`src/rtl/uart_pkg.sv`:
```
// uart_pkg: types and defaults shared by the UART receive and transmit blocks.
package uart_pkg;

    // Default bit period: 50 MHz system clock, 115200 baud.
    localparam int UART_CLK_DIV   = 434;
    localparam int UART_MAX_BYTES = 8;

    typedef logic [7:0] byte_t;

    typedef enum logic [2:0] {
        IDLE      = 3'd0,
        START     = 3'd1,
        DATA      = 3'd2,
        STOP      = 3'd3,
        WAIT_HIGH = 3'd4
    } rx_state_t;

    // A word length of zero or one beyond the word buffer means "full word".
    function automatic logic [3:0] clamp_len(input logic [3:0] len_in, input logic [3:0] max_len);
        return (len_in == 4'd0 || len_in > max_len) ? max_len : len_in;
    endfunction

endpackage

```
`src/rtl/rx_bps_module.sv`:
```
// rx_bps_module: receive bit-timing counter. A start pulse arms it; the first
// sample pulse lands half a bit later (mid start bit), then one per full bit
// period for as long as enable stays high.
module rx_bps_module
    import uart_pkg::*;
#(
    parameter int CLK_DIV = UART_CLK_DIV
) (
    input  logic clk,
    input  logic rst_n,
    input  logic start,
    input  logic enable,
    output logic sample
);
    localparam int CW = $clog2(CLK_DIV);
    localparam logic [CW-1:0] HALF_M1 = CW'(CLK_DIV / 2 - 1);
    localparam logic [CW-1:0] FULL_M1 = CW'(CLK_DIV - 1);

    logic [CW-1:0] cnt_q, cnt_d;

    // Count down to zero; zero while enabled is a sample point, then reload a full period.
    always_comb begin
        cnt_d = cnt_q;
        if (start) begin
            cnt_d = HALF_M1;
        end else if (enable) begin
            cnt_d = (cnt_q == '0) ? FULL_M1 : cnt_q - 1'b1;
        end
    end

    // Bit-period counter register.
    always_ff @(posedge clk or negedge rst_n) begin
        if (!rst_n) begin
            cnt_q <= '0;
        end else begin
            cnt_q <= cnt_d;
        end
    end

    assign sample = enable && (cnt_q == '0);

endmodule

```
`src/rtl/rx_control_module.sv`:
```
// rx_control_module: 8N1 UART receiver that assembles `len` bytes into one
// right-aligned word, first byte most significant, and strobes rx_done.
// Optional build macro RX_TIMEOUT_EN adds an inter-byte idle timeout.
module rx_control_module
    import uart_pkg::*;
#(
    parameter int CLK_DIV      = UART_CLK_DIV,
    parameter int MAX_BYTES    = UART_MAX_BYTES,
    parameter int TIMEOUT_BITS = 20
) (
    input  logic                   clk,
    input  logic                   rst_n,
    input  logic                   rx_pin_in,
    input  logic [3:0]             len,
    output logic [8*MAX_BYTES-1:0] rx_data,
    output logic                   rx_done,
    output logic                   rx_busy,
    output logic                   frame_err,
    output logic                   rx_timeout
);
    localparam int         WORD_W  = 8 * MAX_BYTES;
    localparam logic [3:0] MAX_LEN = 4'(MAX_BYTES);

    if (CLK_DIV < 8 || (CLK_DIV % 2) != 0 || MAX_BYTES < 1 || MAX_BYTES > 15 || TIMEOUT_BITS < 1) begin : g_param_check
        $error("rx_control_module: CLK_DIV must be even and >= 8, MAX_BYTES 1..15, TIMEOUT_BITS >= 1");
    end

    logic              sync1_q, sync2_q, line_prev_q;
    logic              line, fall;
    rx_state_t         state_q, state_d;
    logic [2:0]        bit_cnt_q, bit_cnt_d;
    byte_t             shift_q, shift_d;
    logic [WORD_W-1:0] word_q, word_d, word_shift;
    logic [3:0]        remaining_q, remaining_d;
    logic              busy_q, busy_d;
    logic [WORD_W-1:0] data_q, data_d;
    logic              done_q, done_d;
    logic              ferr_q, ferr_d;
    logic              sample, bps_start, bps_enable;

`ifdef RX_TIMEOUT_EN
    localparam int            TO_LIMIT = TIMEOUT_BITS * CLK_DIV;
    localparam int            TO_W     = $clog2(TO_LIMIT);
    localparam logic [TO_W-1:0] TO_LAST = TO_W'(TO_LIMIT - 1);
    logic [TO_W-1:0] idle_cnt_q, idle_cnt_d;
    logic            timeout_q, timeout_d;
`endif

    assign line       = sync2_q;
    assign fall       = line_prev_q & ~sync2_q;
    assign bps_enable = (state_q == START) || (state_q == DATA) || (state_q == STOP);
    assign word_shift = WORD_W'({word_q, shift_q});

    rx_bps_module #(
        .CLK_DIV (CLK_DIV)
    ) u_bps (
        .clk    (clk),
        .rst_n  (rst_n),
        .start  (bps_start),
        .enable (bps_enable),
        .sample (sample)
    );

    // Receive state machine and word assembly.
    always_comb begin
        state_d     = state_q;
        bit_cnt_d   = bit_cnt_q;
        shift_d     = shift_q;
        word_d      = word_q;
        remaining_d = remaining_q;
        busy_d      = busy_q;
        data_d      = data_q;
        done_d      = 1'b0;
        ferr_d      = 1'b0;
        bps_start   = 1'b0;

        case (state_q)
            IDLE: begin
                if (fall) begin
                    state_d   = START;
                    bps_start = 1'b1;
                end
            end
            START: begin
                if (sample) begin
                    if (!line) begin
                        state_d   = DATA;
                        bit_cnt_d = 3'd0;
                        // Word length is latched only by the first byte of a word.
                        if (!busy_q) begin
                            remaining_d = clamp_len(len, MAX_LEN);
                            busy_d      = 1'b1;
                        end
                    end else begin
                        // Line back high at mid start bit: noise, keep any partial word.
                        state_d = IDLE;
                    end
                end
            end
            DATA: begin
                if (sample) begin
                    shift_d = {line, shift_q[7:1]};
                    if (bit_cnt_q == 3'd7) begin
                        state_d = STOP;
                    end else begin
                        bit_cnt_d = bit_cnt_q + 3'd1;
                    end
                end
            end
            STOP: begin
                if (sample) begin
                    if (line) begin
                        state_d = IDLE;
                        if (remaining_q == 4'd1) begin
                            data_d      = word_shift;
                            done_d      = 1'b1;
                            busy_d      = 1'b0;
                            word_d      = '0;
                            remaining_d = 4'd0;
                        end else begin
                            word_d      = word_shift;
                            remaining_d = remaining_q - 4'd1;
                        end
                    end else begin
                        ferr_d  = 1'b1;
                        busy_d  = 1'b0;
                        word_d  = '0;
                        state_d = WAIT_HIGH;
                    end
                end
            end
            WAIT_HIGH: begin
                // A held-low (break) line must return high before a new frame can start.
                if (line) begin
                    state_d = IDLE;
                end
            end
            default: state_d = IDLE;
        endcase

`ifdef RX_TIMEOUT_EN
        timeout_d  = 1'b0;
        idle_cnt_d = '0;
        if (state_q == IDLE && busy_q && !fall) begin
            if (idle_cnt_q == TO_LAST) begin
                timeout_d = 1'b1;
                busy_d    = 1'b0;
                word_d    = '0;
            end else begin
                idle_cnt_d = idle_cnt_q + 1'b1;
            end
        end
`endif
    end

    // Synchronizer, edge history, FSM and output registers.
    always_ff @(posedge clk or negedge rst_n) begin
        if (!rst_n) begin
            sync1_q     <= 1'b1;
            sync2_q     <= 1'b1;
            line_prev_q <= 1'b1;
            state_q     <= IDLE;
            bit_cnt_q   <= 3'd0;
            word_q      <= '0;
            remaining_q <= 4'd0;
            busy_q      <= 1'b0;
            data_q      <= '0;
            done_q      <= 1'b0;
            ferr_q      <= 1'b0;
        end else begin
            sync1_q     <= rx_pin_in;
            sync2_q     <= sync1_q;
            line_prev_q <= sync2_q;
            state_q     <= state_d;
            bit_cnt_q   <= bit_cnt_d;
            word_q      <= word_d;
            remaining_q <= remaining_d;
            busy_q      <= busy_d;
            data_q      <= data_d;
            done_q      <= done_d;
            ferr_q      <= ferr_d;
        end
    end

    // Byte shift register carries only data and needs no reset.
    always_ff @(posedge clk) begin
        shift_q <= shift_d;
    end

`ifdef RX_TIMEOUT_EN
    // Inter-byte idle counter and timeout strobe.
    always_ff @(posedge clk or negedge rst_n) begin
        if (!rst_n) begin
            idle_cnt_q <= '0;
            timeout_q  <= 1'b0;
        end else begin
            idle_cnt_q <= idle_cnt_d;
            timeout_q  <= timeout_d;
        end
    end

    assign rx_timeout = timeout_q;
`else
    assign rx_timeout = 1'b0;
`endif

    assign rx_data   = data_q;
    assign rx_done   = done_q;
    assign rx_busy   = busy_q;
    assign frame_err = ferr_q;

endmodule

```
`config.mk`:
```
export PLATFORM = sky130hd
export DESIGN_NAME = rx_control_module
export DESIGN_NICKNAME = d
export VERILOG_FILES = /design/src/rtl/uart_pkg.sv /design/src/rtl/rx_bps_module.sv /design/src/rtl/rx_control_module.sv
export SDC_FILE = /design/constraint.sdc
export NUM_CORES = 1
export LEC_CHECK = 0
export BUFFER_PORTS_ARGS = -buffer_cell sky130_fd_sc_hd__buf_2
export CORE_UTILIZATION = 50
export DETAILED_ROUTE_END_ITERATION = 6
export PLACE_DENSITY = 0.66
export SYNTH_ARGS = -nofsm -noshare
export SYNTH_HDL_FRONTEND = slang
export SYNTH_SLANG_ARGS = --single-unit
```
`constraint.sdc`:
```
create_clock -name clk -period 3.2 [get_ports clk]
set_input_delay 0.32 -clock clk [delete_from_list [all_inputs] [get_ports clk]]
set_output_delay 0.32 -clock clk [all_outputs]
set_load 0.02 [all_outputs]
```
==> results by group <==
Cells and area
  – Area Overhead vs Synth: 18.2%
  – Share of cells above drive strength 1: 25.1%
  – Ant diodes: 0
  – Fillers: a little under 900
  – Reg area: about 3900 um^2
  – Final instance area: just over 7000 um^2
  – Nets: 504
  – Area of the multi-input gates: 1980 um^2

Routing
  – Vias/cell: 5.74
  – DRC viols: 7
  – Routed WL per cell: between 15 and 20 um
  – Post-DRT Antenna Nets: 0
  – Total wire length: 11.0 mm
  – DR WL met3: approximately 500 um
  – Top sig layer: met4
  – Via count: approximately 3700
  – Drt first pass iters: 7
  – Wl on met1: 5.13 mm
  – Routed wl met2: between 5 and 6 mm
  – Initial DRC Count: between 200 and 250

Critical path
  – R2R depth: 7
  – Worst R2R Start: u_bps.cnt_q[0]
  – FF-to-FF setup slack: 870 ps
  – CP required: 3500 ps
  – CP endpoint kind: flip-flop
  – Critical path buffer and inverter count: 2
  – CP max-delay cell: dfrtp_1
  – Max Fanout on Critical Path: 65
  – Critical path depth in cells: 7
  – Crit path max-delay family: simple AND/OR/NAND/NOR gates
  – Critical path type: flip-flop to flip-flop
  – Crit-path cells: inv_1, ha_1, nor4b_4, nand2_2, nor3_4, buf_12, mux2_2
  – Crit Reg-Reg Endpoint: rx_data[35]
  – Data arrival, critical path: ~2600 ps
  – Worst Setup Start Kind: flip-flop
  – Worst path max stage delay: 410 ps

Floorplanning
  – Initial Util: 52.1%
  – Std cell rows: 39
  – Die W: 112 um
  – Die Ht: 112 um
  – Die area: around 12000 um^2
  – Core area: 11600 um^2
  – # IOs: 75

STA
  – Final period util: 72.9%
  – Final setup fails: 0
  – Slew HR: 30.9%
  – RSZ-0062 raised after global routing: no
  – Fmax: between 400 and 500 MHz
  – Final hold violation count: 0
  – Final-report max-slew violation count: 0
  – Worst Tran Pin Value: 1040 ps
  – Post-layout min period: 2330 ps
  – Fin Setup TNS: 0 ps
  – Clk_skew: roughly 6.8 ps

Global route
  – Vias in the first global route: 3588
  – Global-route wire length before repair: 18.5 mm
  – Largest net degree at the start of global routing: 121
  – Overflow after GRT: 0
  – Tot GR Track Use: a little under a fifth
  – Initial antenna violation count: 0

Flow run
  – Max_cap viols: 0

Synth
  – Top cell type's share of synthesized area: 59.0%
  – Top-count cell post-synth: dfrtp_1
  – Post-synth EDFFs: 8
  – Mapped cell area: about 6000 um^2
  – Post-synthesis sequential area ratio: 64.3%
  – Top cells by area, synth: dfrtp_1 (59%), mux2_1 (11%), a22o_1 (8.1%)
  – Post-synth ARST share: 94.8%
  – Commonest cells post-synth: dfrtp_1 (142), mux2_1 (60), a22o_1 (56)
  – Synth unique cells: 50
  – Warnings, synthesis: 0
  – Yosys reg bits: 153
  – Synth Instances: 418
  – Ys flop type: dfrtp_1
  – Avg Cell Area, Syn: between 10 and 15 um^2
  – Cell taking the most area after synthesis: dfrtp_1
  – Post-Syn Nets: 430

Clocking
  – Clk root buf: clkbuf_16
  – Clk sink count: 153
  – Clock Tree Buf Depth: 2
  – Clk Latency, worst-skew pair: 420 ps
  – CTS tree: built
  – Htree depth: 4
  – Post-cts sizing count: 0
  – Clock-pin slew on the worst setup and hold paths: 50 ps
  – Inserted Clock Buffers: 17

Placement
  – Dpl hpwl: 7.15 mm
  – Gpl congestion: 0.856
  – I/O Buffers: 73
  – DP Area: 6520 um^2

Power
  – Static Leak: between 0.003 and 0.004 uW
  – Pwr Density: 643 nW/um^2
  – Peak supply drop: 841 uV

Worst hold path
  – Hold crit path type: input pin to async pin

Outcome
  – Status: complete, but fails checks
  – Failing checks: design-rule violations
-- cell usage in the layout (no fill, tap or decap), drive strengths merged, types with 2 or more instances in the layout --
master and count:
nor2b 2, edfxtp 8, dfrtp 142, nand2 11
mux2 65, buf 80, nand3 7, bufinv 3
o31a 2, a21oi 8, a21o 2, nand4 2
inv 10, a32oi 2, dfstp 3, nor4b 2
nor2 11, clkinv 4, o21ai 11, clkbuf 24
o31ai 5, a22o 56, ha 5, a31oi 8
nor3 6, nor3b 3, nand3b 2, or3 2
mux2i 2
-- cells by family after synthesis --
logic type,synth area share (%)
AO/OA/AOI/OAI,12.9
XOR/XNOR,0.145
adder cells (fa/ha/maj),1.04
buffers and inverters,3.30
flip-flops,64.3
multiplexers,12.5
other,0.0622
AND/OR/NAND/NOR,5.83
-- power by group --
| group | internal, uW | total, uW | switching [uW] |
|---|---|---|---|
| registers | 2040 | 2190 | 156 |
| clock network | 1280 | 2010 | 731 |
| logic | 160 | 377 | 218 |
| total | 3480 | 4580 | 1100 |
-- layout make-up --
class / instances / share of cell area [%]
multi-input combinational: 229 / 27.7
clock inverter: 8 / 1.65
sequential: 153 / 54.4
tap: 143 / 2.51
inverter: 10 / 0.527
timing repair buffer: 81 / 6.45
clock buffer: 24 / 6.76
-- metrics by stage --
stage	setup slack, ps	utilization (%)	hold slack, ps	total power (uW)	cells
CTS	847	61.6	109	4620	648
finish	867	61.6	50.8	4580	648
floorplan	732	-	24.4	2470	418
detailed placement	850	56.3	347	2600	615
global route	642	61.6	150	4770	648
global placement	934	56.3	348	2580	615
-- registers in the layout (all words and copies together) (netlist names), 3 cells and up --
register and flops:
shift_q 8, u_bps.cnt_q 9, bit_cnt_q 3, word_q 56
remaining_q 4, rx_data 64, state_q 3
-- layer usage --
layer / track usage [%] / up-vias
met3: 7.08 / 6
li1: - / 1700
met4: 4.77 / 0
met2: 29.3 / 73
met5: 0 / -
met1: 26.1 / 1939
-- worst reg2reg max path: stages, from the launching register on --
cell     delay [ps]
dfrtp_1         410
inv_1            70
ha_1            250
nor4b_4         310
nand2_2         180
nor3_4          250
buf_12          350
mux2_2          400
-- worst max-delay path by stage --
stage                    from          end  slack [ps]
3_3_place_gp   u_bps.cnt_q[0]  rx_data[35]         930
6_report       u_bps.cnt_q[0]  rx_data[35]         870
3_5_place_dp   u_bps.cnt_q[0]  rx_data[35]         850
5_1_grt        u_bps.cnt_q[0]  rx_data[35]         640
2_1_floorplan  u_bps.cnt_q[0]   shift_q[0]         730
4_1_cts        u_bps.cnt_q[0]  rx_data[35]         850
-- what timing repair did --
item | 4_1_cts | 5_1_grt
hold endpoints to repair | 1 | 0
hold buffers | 1 | 0
setup buffers | 0 | 0
No activity file was read; power rests on OpenSTA's default activity.
